[src/rtl/aer_event_sequencer.sv]
// -----------------------------------------------------------------------------
// aer_event_sequencer
//
// Purpose:
//   Pairs row (Y) words from the DVS AER receiver with the column (X) words
//   that follow them. Each pair becomes one timestamped event. Events are
//   queued in a small first-word-fall-through FIFO and handed to the consumer
//   over valid/ready. The block also keeps saturating statistics for protocol
//   errors (orphan words or rows) and for events lost to a full FIFO.
//
// Optional feature (macro AER_EVT_BACKPRESSURE_EN):
//   When defined, rx_hold is a registered request to the receiver to hold off.
//   It is 1 while the FIFO holds FIFO_DEPTH-2 or more events. When undefined,
//   rx_hold is tied to 0 and overflow is handled only by dropping events.
//
// Ports:
//   clk         system clock
//   rst         synchronous, active-high reset
//   enable      sequencer enable; when low, the row is closed and words are ignored
//   word_valid  one-cycle pulse per received AER word
//   word_data   AER address word
//   word_xsel   1 = column (X) word, 0 = row (Y) word
//   rx_hold     request to the receiver to withhold ACK
//   evt_valid   event available at the FIFO head
//   evt_ready   consumer accepts the head event
//   evt_x       column address of the head event
//   evt_y       row address of the head event
//   evt_ts      timestamp of the head event
//   fifo_level  current FIFO occupancy
//   orphan_cnt  saturating count of protocol errors
//   drop_cnt    saturating count of events lost to a full FIFO
// -----------------------------------------------------------------------------
module aer_event_sequencer #(
   parameter int AER_W       = 10,
   parameter int TS_W        = 16,
   parameter int FIFO_DEPTH  = 8,
   parameter int ROW_TIMEOUT = 1023
) (
   input  logic                        clk,
   input  logic                        rst,
   input  logic                        enable,
   input  logic                        word_valid,
   input  logic [AER_W-1:0]            word_data,
   input  logic                        word_xsel,
   output logic                        rx_hold,
   output logic                        evt_valid,
   input  logic                        evt_ready,
   output logic [AER_W-1:0]            evt_x,
   output logic [AER_W-1:0]            evt_y,
   output logic [TS_W-1:0]             evt_ts,
   output logic [$clog2(FIFO_DEPTH):0] fifo_level,
   output logic [7:0]                  orphan_cnt,
   output logic [7:0]                  drop_cnt
);

   localparam int PTR_W = $clog2(FIFO_DEPTH);
   localparam int LVL_W = PTR_W + 1;
   localparam int ENT_W = 2 * AER_W + TS_W;
   localparam int TMO_W = (ROW_TIMEOUT > 1) ? $clog2(ROW_TIMEOUT) : 1;

   localparam logic [TMO_W-1:0] TMO_LAST = (ROW_TIMEOUT > 0) ? TMO_W'(ROW_TIMEOUT - 1) : '0;
   localparam logic [LVL_W-1:0] LVL_FULL = LVL_W'(FIFO_DEPTH);

   typedef enum logic [0:0] {
      S_IDLE     = 1'b0,
      S_HAVE_ROW = 1'b1
   } state_e;

   function automatic logic [7:0] sat_inc8(input logic [7:0] v);
      return (v == 8'hFF) ? v : v + 8'd1;
   endfunction

   // ---------------------------------------------------------------------------
   // State
   // ---------------------------------------------------------------------------
   state_e             state_q;
   logic [AER_W-1:0]   row_q;
   logic               has_x_q;
   logic [TMO_W-1:0]   tmo_q;
   logic [TS_W-1:0]    ts_q;
   logic [7:0]         orphan_q;
   logic [7:0]         drop_q;

   logic [ENT_W-1:0]   mem_q [FIFO_DEPTH];
   logic [PTR_W-1:0]   wr_ptr_q;
   logic [PTR_W-1:0]   rd_ptr_q;
   logic [LVL_W-1:0]   level_q;
   logic               evt_valid_q;
   logic [ENT_W-1:0]   head_q;

   // ---------------------------------------------------------------------------
   // Word decode
   // ---------------------------------------------------------------------------
   logic               word_acc;
   logic               push_req;
   logic               tmo_hit;
   logic               orphan_inc;
   logic [ENT_W-1:0]   push_ent;

   always_comb begin
      word_acc = enable && word_valid;
      push_req = word_acc && word_xsel && (state_q == S_HAVE_ROW);
      push_ent = {word_data, row_q, ts_q};

      // A quiet cycle with the counter at its last value closes the row.
      tmo_hit = (ROW_TIMEOUT != 0) && enable && !word_valid &&
                (state_q == S_HAVE_ROW) && (tmo_q == TMO_LAST);

      // Orphans: X with no open row, a row superseded before any X,
      // or a row that timed out before any X.
      orphan_inc = 1'b0;
      if (word_acc && (state_q == S_IDLE) && word_xsel)
         orphan_inc = 1'b1;
      if (word_acc && (state_q == S_HAVE_ROW) && !word_xsel && !has_x_q)
         orphan_inc = 1'b1;
      if (tmo_hit && !has_x_q)
         orphan_inc = 1'b1;
   end

   // ---------------------------------------------------------------------------
   // Row FSM
   // ---------------------------------------------------------------------------
   always_ff @(posedge clk) begin
      if (rst) begin
         state_q <= S_IDLE;
         row_q   <= '0;
         has_x_q <= 1'b0;
         tmo_q   <= '0;
      end else if (!enable) begin
         state_q <= S_IDLE;
         tmo_q   <= '0;
      end else begin
         case (state_q)
            S_IDLE: begin
               tmo_q <= '0;
               if (word_valid && !word_xsel) begin
                  row_q   <= word_data;
                  has_x_q <= 1'b0;
                  state_q <= S_HAVE_ROW;
               end
            end
            S_HAVE_ROW: begin
               if (word_valid) begin
                  tmo_q <= '0;
                  if (word_xsel) begin
                     has_x_q <= 1'b1;
                  end else begin
                     row_q   <= word_data;
                     has_x_q <= 1'b0;
                  end
               end else if (tmo_hit) begin
                  tmo_q   <= '0;
                  state_q <= S_IDLE;
               end else if (ROW_TIMEOUT != 0) begin
                  tmo_q <= tmo_q + TMO_W'(1);
               end
            end
            default: begin
               state_q <= S_IDLE;
               tmo_q   <= '0;
            end
         endcase
      end
   end

   // ---------------------------------------------------------------------------
   // Timestamp and statistics
   // ---------------------------------------------------------------------------
   logic pop;
   logic full;
   logic push_ok;
   logic drop_inc;

   always_ff @(posedge clk) begin
      if (rst) begin
         ts_q     <= '0;
         orphan_q <= '0;
         drop_q   <= '0;
      end else begin
         ts_q <= ts_q + TS_W'(1);
         if (orphan_inc)
            orphan_q <= sat_inc8(orphan_q);
         if (drop_inc)
            drop_q <= sat_inc8(drop_q);
      end
   end

   // ---------------------------------------------------------------------------
   // Event FIFO
   // ---------------------------------------------------------------------------
   logic [PTR_W-1:0] wr_ptr_d;
   logic [PTR_W-1:0] rd_ptr_d;
   logic [LVL_W-1:0] level_d;
   logic [ENT_W-1:0] head_d;

   always_comb begin
      pop      = evt_valid_q && evt_ready;
      full     = (level_q == LVL_FULL);
      // A pop frees the slot this cycle, so a full FIFO still accepts a push.
      push_ok  = push_req && (!full || pop);
      drop_inc = push_req && full && !pop;

      wr_ptr_d = wr_ptr_q + PTR_W'(push_ok);
      rd_ptr_d = rd_ptr_q + PTR_W'(pop);
      level_d  = level_q + LVL_W'(push_ok) - LVL_W'(pop);

      // The next head may be the entry being written on this same edge.
      if (push_ok && (wr_ptr_q == rd_ptr_d))
         head_d = push_ent;
      else
         head_d = mem_q[rd_ptr_d];
   end

   always_ff @(posedge clk) begin
      if (push_ok)
         mem_q[wr_ptr_q] <= push_ent;
   end

   always_ff @(posedge clk) begin
      if (rst) begin
         wr_ptr_q    <= '0;
         rd_ptr_q    <= '0;
         level_q     <= '0;
         evt_valid_q <= 1'b0;
         head_q      <= '0;
      end else begin
         wr_ptr_q    <= wr_ptr_d;
         rd_ptr_q    <= rd_ptr_d;
         level_q     <= level_d;
         evt_valid_q <= (level_d != '0);
         // Head outputs hold their last value while the FIFO is empty.
         if (level_d != '0)
            head_q <= head_d;
      end
   end

   // ---------------------------------------------------------------------------
   // Receiver flow control
   // ---------------------------------------------------------------------------
`ifdef AER_EVT_BACKPRESSURE_EN
   logic rx_hold_q;

   always_ff @(posedge clk) begin
      if (rst)
         rx_hold_q <= 1'b0;
      else
         rx_hold_q <= (level_q >= LVL_W'(FIFO_DEPTH - 2));
   end

   assign rx_hold = rx_hold_q;
`else
   assign rx_hold = 1'b0;
`endif

   assign evt_valid  = evt_valid_q;
   assign evt_x      = head_q[ENT_W-1 -: AER_W];
   assign evt_y      = head_q[TS_W +: AER_W];
   assign evt_ts     = head_q[TS_W-1:0];
   assign fifo_level = level_q;
   assign orphan_cnt = orphan_q;
   assign drop_cnt   = drop_q;

endmodule

[config.mk]
export PLATFORM = sky130hd
export DESIGN_NAME = aer_event_sequencer
export DESIGN_NICKNAME = d
export VERILOG_FILES = /design/src/rtl/aer_event_sequencer.sv
export SDC_FILE = /design/constraint.sdc
export NUM_CORES = 1
export LEC_CHECK = 0
export ABC_AREA = 1
export CORE_MARGIN = 3
export CORE_UTILIZATION = 25
export DETAILED_ROUTE_END_ITERATION = 10
export PLACE_DENSITY = 0.39
export SYNTH_ARGS = -nofsm -noshare
export SYNTH_HDL_FRONTEND = slang
export SYNTH_SLANG_ARGS = --single-unit
[constraint.sdc]
create_clock -name clk -period 4.16 [get_ports clk]
set_clock_uncertainty 0.05 [all_clocks]
set_input_delay 0.624 -clock clk [delete_from_list [all_inputs] [get_ports clk]]
set_output_delay 0.624 -clock clk [all_outputs]
set_load 0.02 [all_outputs]
# Word-level counts from Yosys, hierarchy flattened
# Memory sizes are Yosys's and may differ from the RTL's. A register that Yosys moved wholly into a read port is not among the register bits.
# Cells that the tools add are included.
# totals
output_inout_bits,58
in_bits,16
memories,1
wordCells,80
regBits,65
ramBits,288
# op_classes
mux,20
bitwise_logic,4
n_reduce_logical,29
addsub,8
n_eq_ne,7
# memory_table
name,depth,word_bits,rd,rd_clocked_by_memory_dff,wr,line_no,text
mem_q,8,36,1,1,1,84,logic [ENT_W-1:0] mem_q [FIFO_DEPTH];
# op_table
cell,n
10-bit two-way mux,5
10-bit one-hot mux with 2 select lines,2
1-bit logical AND,17
"16-bit by 1-bit adder with 16-bit output, second input constant",1
"8-bit by 1-bit adder with 8-bit output, second input constant",2
"8-bit equality test, second input constant",2
1-bit two-way mux,11
"10-bit by 1-bit adder with 10-bit output, second input constant",1
"10-bit equality test, second input constant",1
3-bit by 1-bit adder with 3-bit output,2
1-bit zero test,5
4-bit by 1-bit adder with 4-bit output,1
"4-bit equality test, second input constant",1
"2-bit != test, second input constant",2
1-bit inverter,4
1-bit one-hot mux with 2 select lines,2
2-bit AND reduction,2
4-bit AND reduction,1
4-bit nonzero test,1
4-bit by 1-bit subtractor with 4-bit output,1
3-bit AND reduction,1
"2-bit by 1-bit != test with 1-bit output, second input constant",1
2-bit OR reduction,1
1-bit logical OR,1

# Depth between registers and ports, before layout
# logic_depth
depth_word,7
mapped_depth,19

# Least setup slack after synthesis
# Ideal clock, no wire load.
# synth_path
path_kind,reg2reg
start,"register level_q[2], in the netlist fifo_level[2]"
end,memory mem_q[1][0] (netlist name) (enable)
t_arrival_ps,2653
setup_ps,429
setup_slack_ps,1027
path_buffers,0
path_stages_with_launch,8
t_required_ps,3681
synth_period_minus_slack_ps,3133
path_cell_list,dfxtp_1 inv_1 ha_1 nand3_1 nand2_4 inv_4 nand2_1 nor2_1
# synth_between
elab_chain_cells,6
# synth_lines
item,line_no,text
"start, declared",87,logic [LVL_W-1:0] level_q;
"start signal, assigned",229,level_q <= level_d;
4-bit equality test,198,full = (level_q == LVL_FULL);
1-bit zero test,200,push_ok = push_req && (!full || pop);
1-bit logical OR,200,
1-bit logical AND,200,
1-bit two-way mux,215,if (push_ok)
1-bit two-way mux (implied by the code),216,mem_q[wr_ptr_q] <= push_ent;
"end, declared",84,
# Every way passes these cells.

# Final worst setup path
# layout_path
start,input evt_ready
end,"register head_q[30], read port of mem_q"
# layout_between
elab_chain_cells,6
word_cells_on_any_way,7
classes_between,add/sub (3); reduce/logical (4)
# layout_lines
item,line_no,text
"start, declared",47,"input logic evt_ready,"
1-bit logical AND (*),197,pop = evt_valid_q && evt_ready;
1-bit logical OR,200,
1-bit logical AND,200,
4-bit by 1-bit adder with 4-bit output,205,level_d = level_q + LVL_W'(push_ok) - LVL_W'(pop);
4-bit by 1-bit subtractor with 4-bit output,205,
4-bit nonzero test,232,if (level_d != '0)
"end, declared",89,logic [ENT_W-1:0] head_q;
# Mark *: on every way between the ends. The rest lies on a longest branch, timed or not.
# A chain may end at the register's enable or synchronous reset.

==> reports/results.tsv <==
metric	value	unit
outcome	finished clean	
pwr/cell area	584	mW/mm²
WP data required	4.62	ns
FFs w/ async S/R, synth	0	%
Synth cell types	42	
PostCTS Resize Cnt	0	
Ant. Diodes	0	
WS Path Type	input pin to flop	
routed via count	11800	
met3 Use GR	2.37	%
CP Cell Sequence	clkdlybuf4s50_1, nand2_1, nand3_1, nand2_4, inv_4, nand2_1, nand2_1, ha_1, fa_1, xor2_2, nor2_4, nand3_2, buf_12, nand2_1, inv_1, nand2_1, nand2_1	
leakage power total	8.01	nW
H-tree Lvls	2	
crit end category	flop	
Setup WS pre-CTS	0.429	ns
Post-CTS Hold Buffers	0	
Ports	74	
most used cell, CP	nand2_1	
drt drc	0	
Inserted Clock Buffers	44	
# rows	94	
GR Layer Usage met1	19.1	%
dpl hpwl	26.5	mm
highest clock rate	328	MHz
initial core utilization	25.3	%
Largest stage delay, worst path	0.42	ns
syn_area_per_cell	9.60	µm²
arrival time at the worst endpoint	3.51	ns
Int Power	7.57	mW
DRT Pass-1 Iters	5	
Detail Route Antenna Nets	0	
Post-CTS Setup Bufs	0	
most frequent cells in the layout	nand2_1 (601), edfxtp_1 (288), nand3_1 (244), inv_1 (153), nor2_1 (122)	
syn nets	1767	
Post-Synth Adder-Cell Area	1.10	%
Synth Area in Simple Gates	25.9	%
Seq/Total Area, Yosys	64.0	%
Avg WL per Cell	17.9	µm
GR Overflow Total	0	
first-pass GRT wire length	74.2	mm
max-cap violation count	0	
Crit-path slowest cell	fa_1	
nature of the critical path startpoint	input pin	
Gate power share	29.0	%
Worst Path Max Fanout	47	
Core Area	0.0659	mm²
TNS Setup	0	ns
HP Class	flop to flop	
grt peak-use layer	met2	
Final #Nets	1831	
Mapped Area	0.0167	mm²
ys flop type	edfxtp_1	
largest family of logic cells by synthesized area	simple AND/OR/NAND/NOR gates	
commonest non-fill, non-tap cell in the layout	nand2_1	
Slew headroom	49.8	%
P_sw	4.02	mW
Initial DRC Count	633	
Bufs on Longest Clock Path	3	
Clk pwr share	32.7	%
worst vdd ir	459	µV
minimum clock period	3.05	ns
post-route clock period utilization	73.3	%
die area	0.0698	mm²
XOR/XNOR Fraction of Synth Area	0.675	%
Synth Warn #	0	
worst skew pair latency	0.58	ns
Port Buffers	72	
initial antenna violation count	0	
Flop pwr share	38.3	%
clock slew at reported path FFs	0.06	ns
met2 Use GR	22.9	%
Yosys reg bits	389	
Area growth syn-to-layout	19.0	%
EDFF count, synth	288	
Die Y	264	µm
Sw Share	34.7	%
post-route setup slack	1.11	ns
die width	264	µm
Total GRT Usage	13.9	%
RSZ-0062 raised after global routing	no	
root buffer cell	clkbuf_16	
proportion of synthesized area in mux cells	0	%
clock sinks	389	
Final Hold Viols	0	
number of vias per cell	4.36	
Synth Area in Compound Gates	1.73	%
CTS tree	done	
Final Setup Violations	0	
worst-margin pin slew	0.753	ns
Syn Inst Count	1737	
Core Util, Final	30.1	%
largest net degree at the start of global routing	145	
max-slew violation count	0	
layout cell share with drive strength beyond 1	7.02	%
routability cong.	0.752	
vias in the first global route	11700	
WL final	48.4	mm
-- sequential cells by signal (all words and copies together) (netlist names) --
name	count
ts_q	16
wr_ptr_q	3
head_q	36
evt_valid	1
fifo_level	4
drop_cnt	8
has_x_q	1
orphan_cnt	8
rd_ptr_q	3
mem_q	288
row_q	10
tmo_q	10
state_q	1
-- worst paths after layout --
kind	start	to	cells after the start	slack (ns)
max	evt_ready	head_q[30]	17	1.11
min	tmo_q[0]	tmo_q[0]	1	0.41
max reg2reg	fifo_level[2]	head_q[30]	17	1.19
min reg2reg	tmo_q[0]	tmo_q[0]	1	0.41
-- cells in the mapped netlist, types with 2 or more instances --
| master | count | area share, % |
|---|---|---|
| dfxtp_1 | 101 | 12 |
| clkbuf_1 | 20 | 0.45 |
| o21ai_0 | 24 | 0.72 |
| nor2_2 | 2 | 0.075 |
| inv_2 | 3 | 0.068 |
| nand4_1 | 20 | 0.75 |
| xnor2_1 | 3 | 0.16 |
| nor3_1 | 4 | 0.12 |
| a21oi_1 | 24 | 0.72 |
| and3_1 | 2 | 0.075 |
| buf_6 | 11 | 0.74 |
| nand3b_1 | 3 | 0.14 |
| nor3b_1 | 3 | 0.14 |
| buf_4 | 13 | 0.59 |
| xor2_1 | 8 | 0.42 |
| nand3_2 | 2 | 0.12 |
| nand3_1 | 244 | 7.3 |
| nand2_2 | 3 | 0.11 |
| nand2_1 | 602 | 14 |
| ha_1 | 13 | 0.98 |
| inv_1 | 154 | 3.5 |
| buf_2 | 38 | 1.1 |
| edfxtp_1 | 288 | 52 |
| nor2_1 | 130 | 2.9 |
| nor2_4 | 5 | 0.34 |
-- through the flow --
stage	area [µm²]	total power, mW	hold WS [ns]	std cells
3_3_place_gp	18400	7.96	0.391	2619
5_1_grt	19800	12.4	0.451	2701
6_report	19800	11.6	0.409	2701
2_1_floorplan	16700	6.90	0.380	1737
4_1_cts	19800	11.8	0.400	2701
3_5_place_dp	18400	7.96	0.397	2619
-- metal layers --
layer,vias up,routed length (µm)
li1,5824,-
met1,5686,22900
met2,188,22500
met3,70,1930
met4,0,1030
met5,-,0
-- power groups by stage --
| stage | sequential [mW] | clock, mW | combinational [mW] |
|---|---|---|---|
| after floorplan | 4.63 | 0 | 2.27 |
| after global placement | 4.53 | 0 | 3.43 |
| after detailed placement | 4.53 | 0 | 3.43 |
| after CTS | 4.45 | 3.94 | 3.44 |
| after global routing | 4.46 | 4.07 | 3.83 |
| final | 4.44 | 3.79 | 3.36 |
-- cell families (layout without fill, tap and decap cells) --
kind of cell,after synthesis,in the layout
xor gates and xnor gates,12,12
DFF,389,389
AOI/OAI and AO/OA,55,55
other,1,1
adders and majority gates,14,14
and+or+nand+nor,1024,1024
buffers and inverters,242,342
-- area by class of cell --
type | count | area [µm²]
Fill cell | 6881 | 46000
Clock buffer | 62 | 1210
Timing Repair Buffer | 101 | 1100
Inverter | 159 | 602
Sequential cell | 389 | 10700
Clock inverter | 20 | 186
Multi-Input combinational cell | 1106 | 4990
Tap cell | 864 | 1080
-- critical path, delay by kind of cell --
kind                     cells  cell delay, ns
buffers and inverters        4            0.99
adder cells (fa/ha/maj)      2            0.63
XOR/XNOR                     1            0.25
AND/OR/NAND/NOR             10            1.02
(Power assumes the default switching activity.)
